<file path="src/rtl/uart_tx_fifo_if.sv">
// Byte push channel into the serial transmitter: the producer offers DATA with
// VALID and the transmitter accepts it on any rising edge where READY is high.
interface uart_tx_fifo_if;
  logic [7:0] DATA;
  logic       VALID;
  logic       READY;

  // Producer side drives the byte and its qualifier.
  modport master (
    output DATA,
    output VALID,
    input  READY
  );

  // Transmitter side consumes the byte and reports room in its queue.
  modport slave (
    input  DATA,
    input  VALID,
    output READY
  );
endinterface

</file>
<file path="src/rtl/uart_tx_fifo.sv">
// 8N1 asynchronous serial transmitter with a small byte queue in front of it.
// Bytes pushed over the valid/ready channel are queued, then shifted onto TX
// LSB first, framed by one low start bit and one high stop bit. Back-to-back
// frames run with no idle gap while the queue has data.
module uart_tx_fifo #(
  parameter int CLKS_PER_BIT = 104,
  parameter int FIFO_DEPTH   = 4
) (
  input  logic           CLKIN,
  input  logic           RESET,
  uart_tx_fifo_if.slave  push,
  output logic           TX,
  output logic           BUSY
);

  localparam int PTR_W = $clog2(FIFO_DEPTH);
  localparam int CNT_W = PTR_W + 1;
  localparam logic [CNT_W-1:0] FULL_COUNT = CNT_W'(FIFO_DEPTH);
  localparam logic [15:0]      BAUD_LAST  = 16'(CLKS_PER_BIT - 1);

  typedef enum logic [1:0] {
    S_IDLE,
    S_START,
    S_DATA,
    S_STOP
  } state_t;

  logic [7:0]       mem [FIFO_DEPTH];
  logic [PTR_W-1:0] wr_ptr;
  logic [PTR_W-1:0] rd_ptr;
  logic [CNT_W-1:0] count;

  state_t      state;
  logic [7:0]  shift_reg;
  logic [15:0] baud_cnt;
  logic [2:0]  bit_idx;

  logic push_fire;
  logic pop_fire;
  logic fifo_nonempty;
  logic baud_wrap;

  // Room is judged only from the registered occupancy, so VALID/DATA never
  // reach READY combinationally; READY is forced low while reset is held.
  assign push.READY    = (count != FULL_COUNT) && !RESET;
  assign push_fire     = push.VALID && push.READY;
  assign fifo_nonempty = (count != '0);
  assign baud_wrap     = (baud_cnt == BAUD_LAST);

  // A byte leaves the queue either when the line is idle or exactly at the end
  // of a stop bit, which is what gives gapless back-to-back frames.
  assign pop_fire = fifo_nonempty &&
                    ((state == S_IDLE) || ((state == S_STOP) && baud_wrap));

  assign BUSY = (state != S_IDLE) || fifo_nonempty;

  // Queue storage; stale contents are harmless because the count gates reads.
  always_ff @(posedge CLKIN) begin
    if (push_fire) begin
      mem[wr_ptr] <= push.DATA;
    end
  end

  // Queue pointers and occupancy; simultaneous push and pop cancel out.
  always_ff @(posedge CLKIN or posedge RESET) begin
    if (RESET) begin
      wr_ptr <= '0;
      rd_ptr <= '0;
      count  <= '0;
    end else begin
      if (push_fire) begin
        wr_ptr <= wr_ptr + 1'b1;
      end
      if (pop_fire) begin
        rd_ptr <= rd_ptr + 1'b1;
      end
      case ({push_fire, pop_fire})
        2'b10:   count <= count + 1'b1;
        2'b01:   count <= count - 1'b1;
        default: count <= count;
      endcase
    end
  end

  // Frame sequencer: loads a byte, then walks start, eight data and stop bits,
  // each held for one full baud period, with TX driven from a register.
  always_ff @(posedge CLKIN or posedge RESET) begin
    if (RESET) begin
      state     <= S_IDLE;
      TX        <= 1'b1;
      shift_reg <= '0;
      baud_cnt  <= '0;
      bit_idx   <= '0;
    end else begin
      case (state)
        S_IDLE: begin
          TX <= 1'b1;
          if (pop_fire) begin
            shift_reg <= mem[rd_ptr];
            baud_cnt  <= '0;
            bit_idx   <= '0;
            TX        <= 1'b0;
            state     <= S_START;
          end
        end

        S_START: begin
          if (baud_wrap) begin
            baud_cnt <= '0;
            TX       <= shift_reg[0];
            state    <= S_DATA;
          end else begin
            baud_cnt <= baud_cnt + 1'b1;
          end
        end

        S_DATA: begin
          if (baud_wrap) begin
            baud_cnt <= '0;
            if (bit_idx == 3'd7) begin
              TX    <= 1'b1;
              state <= S_STOP;
            end else begin
              shift_reg <= shift_reg >> 1;
              bit_idx   <= bit_idx + 1'b1;
              TX        <= shift_reg[1];
            end
          end else begin
            baud_cnt <= baud_cnt + 1'b1;
          end
        end

        S_STOP: begin
          if (baud_wrap) begin
            baud_cnt <= '0;
            if (pop_fire) begin
              shift_reg <= mem[rd_ptr];
              bit_idx   <= '0;
              TX        <= 1'b0;
              state     <= S_START;
            end else begin
              TX    <= 1'b1;
              state <= S_IDLE;
            end
          end else begin
            baud_cnt <= baud_cnt + 1'b1;
          end
        end

        default: begin
          TX    <= 1'b1;
          state <= S_IDLE;
        end
      endcase
    end
  end

endmodule
</file>
<file path="src/flat_wrapper.sv">
// flat-port wrapper written by rule: the top's interface ports become plain ports
module uart_tx_fifo_flat 
#(
  parameter int CLKS_PER_BIT = 104,
  parameter int FIFO_DEPTH   = 4
)
  (CLKIN, RESET, TX, BUSY, push_DATA, push_VALID, push_READY);
  uart_tx_fifo_if push_i ();
  input  logic CLKIN;
  input  logic RESET;
  output logic TX;
  output logic BUSY;
  input wire logic [$bits(push_i.DATA)-1:0] push_DATA;
  input wire logic [$bits(push_i.VALID)-1:0] push_VALID;
  output wire logic [$bits(push_i.READY)-1:0] push_READY;
  assign push_i.DATA = push_DATA;
  assign push_i.VALID = push_VALID;
  assign push_READY = push_i.READY;
  uart_tx_fifo #(.CLKS_PER_BIT(CLKS_PER_BIT), .FIFO_DEPTH(FIFO_DEPTH)) u_core (.CLKIN(CLKIN), .RESET(RESET), .push(push_i), .TX(TX), .BUSY(BUSY));
endmodule
</file>
<file path="config.mk">
export PLATFORM = sky130hd
export DESIGN_NAME = uart_tx_fifo_flat
export DESIGN_NICKNAME = d
export VERILOG_FILES = /design/src/rtl/uart_tx_fifo_if.sv /design/src/rtl/uart_tx_fifo.sv /design/src/flat_wrapper.sv
export SDC_FILE = /design/constraint.sdc
export NUM_CORES = 1
export LEC_CHECK = 0
export ABC_AREA = 1
export BUFFER_PORTS_ARGS = -buffer_cell sky130_fd_sc_hd__buf_4
export CAP_MARGIN = 20
export CORE_MARGIN = 2
export CORE_UTILIZATION = 33
export CTS_CLUSTER_SIZE = 28
export DETAILED_ROUTE_END_ITERATION = 7
export RECOVER_POWER = 50
export SYNTH_ARGS = -nofsm -noshare
export SYNTH_HDL_FRONTEND = slang
export SYNTH_SLANG_ARGS = --single-unit
</file>
<file path="constraint.sdc">
create_clock -name CLKIN -period 2.6 [get_ports CLKIN]
set_input_delay 0.13 -clock CLKIN [delete_from_list [all_inputs] [get_ports CLKIN]]
set_output_delay 0.13 -clock CLKIN [all_outputs]
set_load 0.05 [all_outputs]
</file>
==> results of run 1 <==
[cells in the final DEF (no fill, tap or decap), types with 2 or more instances in the layout]
master         instances
nand3b_1               2
xor2_1                10
inv_6                  3
nor2_1                20
dlygate4sd3_1          9
inv_1                 29
or2_2                  4
nand2_1              113
nor2_4                 2
nand3_1               45
a21oi_1                8
o21ai_0               13
ha_1                  14
o21bai_1               2
o22ai_1                4
dfrtp_1               36
nand4_1                3
edfxtp_1              32
inv_8                  2
clkinv_1               6
xnor2_1                2
nand2_4                4
buf_4                 11
clkbuf_8               9
clkbuf_1               9
[metal layers]
metal  part of all wire  global-route usage  wire length, um
met5                  0                   0                0
met4             0.0097              0.0498               64
met3              0.036              0.0353              239
met2               0.48               0.216             3170
met1               0.47               0.165             3120
[repair_timing]
action                                  in CTS  in global routing
hold endpoints to repair                    68                  0
resized for setup                            0                  2
hold buffers                                 9                  0
endpoints found under the setup margin       0                  1
[power groups by stage]
stage / clock network [W] / registers (W) / logic [W]
6_report: 0.000855 / 0.00155 / 0.00163
5_1_grt: 0.000923 / 0.00158 / 0.00189
4_1_cts: 0.000888 / 0.00155 / 0.00166
3_5_place_dp: 0 / 0.00157 / 0.00164
3_3_place_gp: 0 / 0.00156 / 0.00159
2_1_floorplan: 0 / 0.00154 / 0.00126
[worst paths after layout]
check | endpoint | slack, ps | cells after the start
worst max-delay path | u_core.count[2] | 240 | 15
worst min-delay path | u_core.wr_ptr[1] | 250 | 4
worst max register to register | u_core.count[2] | 240 | 15
worst min register to register | u_core.shift_reg[3] | 480 | 2
max in group asynchronous | u_core.baud_cnt[13] | 1380 | 4
min in group asynchronous | u_core.wr_ptr[1] | 630 | 4
[stage by stage]
step / std cells / hold slack [ps] / total power [W] / area (um2)
CTS: 542 / 238 / 0.00410 / 4000
global placement: 517 / 291 / 0.00315 / 3710
floorplan: 367 / 229 / 0.00280 / 3420
finish: 542 / 252 / 0.00403 / 3960
detailed placement: 517 / 295 / 0.00321 / 3710
global route: 542 / 276 / 0.00440 / 3960
[kinds of logic (layout without fill, tap and decap cells)]
| kind of cell | count (synthesis) | in the layout | synth area share |
|---|---|---|---|
| AOI/OAI and AO/OA | 30 | 30 | 0.0490 |
| adders and majority gates | 15 | 15 | 0.0570 |
| xor gates and xnor gates | 12 | 12 | 0.0307 |
| buffers and inverters | 44 | 83 | 0.0527 |
| DFF | 69 | 69 | 0.552 |
| and+or+nand+nor | 197 | 197 | 0.259 |
[synth_stat cells (2+ instances only)]
cell | n | area [um2]
xnor2_1 | 2 | 17.5
buf_2 | 3 | 15.0
nand2_4 | 4 | 45.0
a21oi_1 | 8 | 40.0
nand2_1 | 113 | 424
nand4_1 | 3 | 18.8
dfrtp_1 | 36 | 901
nor2_4 | 2 | 22.5
nor2_1 | 20 | 75.1
o21bai_1 | 2 | 15.0
edfxtp_1 | 32 | 961
o22ai_1 | 4 | 25.0
nand3b_1 | 2 | 15.0
o21ai_0 | 14 | 70.1
ha_1 | 14 | 175
inv_1 | 30 | 113
clkinv_1 | 6 | 22.5
clkbuf_1 | 3 | 11.3
xor2_1 | 10 | 87.6
or2_2 | 4 | 25.0
nand3_1 | 45 | 225
[area by class of cell]
cell class	count	area, um2	share of cell area
flip-flops and latches	69	1890	0.476
multi-input cells	254	1350	0.342
repair buffers	31	219	0.0552
well taps	136	170	0.0429
inverters	36	135	0.0341
clock buffers	9	124	0.0313
clock inverters	7	73.8	0.0186
[critical path, cell delays in order (launching register included)]
cell and delay, ps:
dfrtp_1 390, ha_1 180, nand2_1 70, clkinv_1 90, nand2_2 60, nor2_4 100
nand2_4 80, nand2_4 110, nand3_4 110, inv_1 90, ha_1 130, inv_1 60
fa_1 380, a21oi_1 150, o21ai_1 90, xor2_1 150
==> flow_metrics.tcl, run 1 <==
set metrics [dict create \
    fin_setup_tns_ps 0 \
    die_width_um 106 \
    fmax_mhz 424 \
    hold_path_startpoint "push_VALID" \
    netlist-cell-type-count 31 \
    vias_per_cell 4.58 \
    dr_total_vias 2482 \
    fin_crit_ps 2360 \
    maxSlewHeadroom 0.373 \
    place_congestion 0.870 \
    grt_pass1_wl_um 11700 \
    power_frac_clock 0.212 \
    crit_arrival_ps 2590 \
    cp-startpoint "u_core.baud_cnt[0]" \
    root_buffer "clkbuf_8" \
    row_count 37 \
    synth-seq-area-share 0.552 \
    intPower_w 0.00233 \
    rr_startpoint "u_core.baud_cnt[0]" \
    numCtsBuffers 9 \
    yosys_warnings 0 \
    async_reset_ff_frac 0.536 \
    syn_area_per_cell_um2 9.32 \
    die_h_um 106 \
    synth_flop_cell "dfrtp_1" \
    power_per_cell_area_nw_per_um2 1020 \
    clk_path_buf_depth 2 \
    antenna_found_initial 0 \
    overflow 0 \
    dp_hpwl_um 4580 \
    rsz0062_at_grt "false" \
    start_util 0.336 \
    grt_usage 0.131 \
    cp-end-kind "flip-flop" \
    drt_iter0_markers 107 \
    nets 427 \
    fin_crit_sh 0.907 \
    clkTransAtPathRegs_ps 90 \
    swShare 0.422 \
    ir_drop_v 0.000394 \
    die_area_um2 11200 \
    h-tree-depth 3 \
    p_comb_frac 0.403 \
    fillers 1019 \
    grt_pass1_vias 2495 \
    status "complete, no violations" \
    postCtsSetupBuffers 0 \
    firstDrtPassIters 4 \
    worst_pin_slew_ps 940 \
    drive_gt1_frac 0.108 \
    ios 14 \
    ys_ff_latch 69 \
    final_max_slew_viol_count 0 \
    largest_register_ffs 32 \
    cap_violations 0 \
    wl_per_cell_um 12.2 \
    drtAntennaViolNets 0 \
    required_ps 2830 \
    place_ws_ps 186 \
    crit_fanout 7 \
    leakagePower_nw 1.76 \
    utilization 0.389 \
    syn-cell-area_um2 3420 \
    grt_max_degree 38 \
    syn-num-nets 393 \
    cts_tree "yes" \
    hold_class "input port to flip-flop" \
    power_frac_seq 0.385 \
    fin_skew_ps 11.9 \
    wirelength_um 6590 \
    numPortBuffers 13 \
    hold_viol 0 \
    synth_edf_count 32 \
    drcViolationCount 0 \
    setup_viol 0 \
    setup_ws_ps 243 \
    startpoint_type "flip-flop" \
    power_switching_w 0.00170 \
    core_area_um2 10200 \
    syn_inst 367 \
    antenna-diode-count 0 \
    path_class "flip-flop to flip-flop" \
    clk_latency_ps 350 \
    area_growth_pct 15.8 \
    clock-sinks 69 \
]
No activity file was read; power rests on OpenSTA's default activity.
==> inputs of run 2 (changes only) <==
--- a/config.mk
+++ b/config.mk
@@ -8,10 +8,13 @@
 export ABC_AREA = 1
 export BUFFER_PORTS_ARGS = -buffer_cell sky130_fd_sc_hd__buf_4
 export CAP_MARGIN = 20
+export CELL_PAD_IN_SITES_DETAIL_PLACEMENT = 1
+export CELL_PAD_IN_SITES_GLOBAL_PLACEMENT = 2
 export CORE_MARGIN = 2
 export CORE_UTILIZATION = 33
 export CTS_CLUSTER_SIZE = 28
 export DETAILED_ROUTE_END_ITERATION = 7
+export PLACE_DENSITY_LB_ADDON = 0.1
 export RECOVER_POWER = 50
 export SYNTH_ARGS = -nofsm -noshare
 export SYNTH_HDL_FRONTEND = slang
==> run 2 against run 1 <==
Compared with the run above: sequential power hardly changed; largest power group unchanged; combinational power is 7% higher; critical path depth stayed put; clock-buffer cell count stayed put; critical endpoint unchanged.
==> flow_metrics.tcl, run 2 (synthesis results as in run 1) <==
set metrics [dict create \
    startpoint_type "flip-flop" \
    final_max_slew_viol_count 0 \
    grt_max_degree 38 \
    status "complete, no violations" \
    leakagePower_nw 1.78 \
    crit_family "adder cells" \
    utilization 0.393 \
    h-tree-depth 3 \
    cts_tree "yes" \
    fmax_mhz 423 \
    crit_fanout 7 \
    final_cell_mix "nand2_1, nand3_1, dfrtp_1" \
    nets 432 \
    dr_total_vias 2541 \
    crit_buf_inv 3 \
    die_h_um 106 \
    core_area_um2 10200 \
    cp-end-kind "flip-flop" \
    fin_crit_ps 2370 \
    power_frac_clock 0.205 \
    layout_commonest_cell "nand2_1" \
    clk_path_buf_depth 2 \
    wl_per_cell_um 14.7 \
    fin_setup_tns_ps 0 \
    instances_no_fill 547 \
    grt_pass1_wl_um 13800 \
    power_frac_seq 0.373 \
    cp_slowest_stage_delay_ps 400 \
    grt_usage 0.161 \
    p_comb_frac 0.421 \
    place_congestion 0.711 \
    drt_iter0_markers 96 \
    root_buffer "clkbuf_8" \
    ios 14 \
    critPathMostFrequentCell "inv_1" \
    path_cells "ha_2, nand2_1, clkinv_1, nand2_2, nor2_4, nand2_4, nand2_8, nand3_4, inv_1, ha_1, inv_1, fa_2, a21oi_2, o21ai_1, xor2_1" \
    setup_viol 0 \
    power_per_cell_area_nw_per_um2 1040 \
    drcViolationCount 0 \
    intPower_w 0.00236 \
    grt_pass1_vias 2727 \
    critical_path.slowest_cell "dfrtp_1" \
    die_area_um2 11200 \
    swShare 0.433 \
    clock-sinks 69 \
    firstDrtPassIters 4 \
    numCtsBuffers 9 \
    multiInputGateArea_um2 1370 \
    clk_latency_ps 350 \
    place_ws_ps 167 \
    hold_viol 0 \
    die_width_um 106 \
    rsz0062_at_grt "false" \
    required_ps 2830 \
    drtAntennaViolNets 0 \
    antenna-diode-count 0 \
    antenna_found_initial 0 \
    setup_ws_ps 234 \
    cap_violations 0 \
    numPortBuffers 13 \
    area_growth_pct 17.0 \
    seqCellArea_um2 1890 \
    vias_per_cell 4.65 \
    start_util 0.336 \
    overflow 0 \
    crit_arrival_ps 2600 \
    ir_drop_v 0.000387 \
    fin_skew_ps 7.28 \
    power_switching_w 0.00180 \
    drive_gt1_frac 0.122 \
    worst_pin_slew_ps 1020 \
    dp_hpwl_um 5580 \
    clkTransAtPathRegs_ps 90 \
    path_class "flip-flop to flip-flop" \
    fillers 1198 \
    row_count 37 \
    largest_register_ffs 32 \
    fin_crit_sh 0.910 \
    hold_class "input port to flip-flop" \
    maxSlewHeadroom 0.321 \
    wirelength_um 8040 \
    dp.cells 521 \
]
-- run 2: worst paths after layout --
path / from / end / slack [ps] / cells past startpoint
setup / recovery: u_core.baud_cnt[0] / u_core.count[2] / 230 / 15
hold / removal: push_VALID / u_core.wr_ptr[0] / 250 / 4
setup reg to reg: u_core.baud_cnt[0] / u_core.count[2] / 230 / 15
hold reg to reg: u_core.shift_reg[1] / u_core.shift_reg[1] / 480 / 2
max in group asynchronous: RESET / u_core.baud_cnt[3] / 1330 / 4
min in group asynchronous: RESET / u_core.wr_ptr[1] / 630 / 4
-- run 2: final cells by class --
type	instances	share of cell area
clock buffers	9	0.0309
clock inverters	7	0.0156
inverters	36	0.0338
multi-input cells	254	0.343
flip-flops and latches	69	0.472
well taps	136	0.0425
repair buffers	36	0.0631
-- run 2: worst register-to-register path: cells and delay by family (launching register included) --
family          cells  cell delay (ps)
compound gates      2              210
xor+xnor            1              150
fa+ha+maj           3              690
buf+inv             3              270
flops               1              400
simple gates        6              520
-- run 2: routing by layer --
| layer | up-vias | global-route usage | share of wire |
|---|---|---|---|
| met5 | - | 0 | 0 |
| met4 | 0 | 0.0705 | 0.016 |
| met3 | 11 | 0.0260 | 0.016 |
| met2 | 19 | 0.264 | 0.47 |
| met1 | 1234 | 0.210 | 0.50 |
| li1 | 1277 | - | - |
-- run 2: power groups by stage --
stage	clock [W]	sequential (W)	combinational (W)
3_3_place_gp	0	0.00157	0.00173
2_1_floorplan	0	0.00154	0.00126
3_5_place_dp	0	0.00157	0.00175
4_1_cts	0.000890	0.00155	0.00177
6_report	0.000852	0.00155	0.00175
5_1_grt	0.000936	0.00158	0.00203
-- run 2: what timing repair did --
| action | CTS | global route |
|---|---|---|
| endpoints found under the hold margin | 68 | 0 |
| endpoints found under the setup margin | 0 | 1 |
| setup buffers | 0 | 1 |
| resized for setup | 0 | 5 |
| hold buffers | 9 | 0 |
-- run 2: per-stage QoR --
stage                     area [um2]  hold WS [ps]  total power [W]
final                           4000           248          0.00415
after global routing            4000           253          0.00455
after CTS                       4020           232          0.00421
after detailed placement        3740           326          0.00332
after global placement          3740           316          0.00331
after floorplan                 3420           229          0.00280
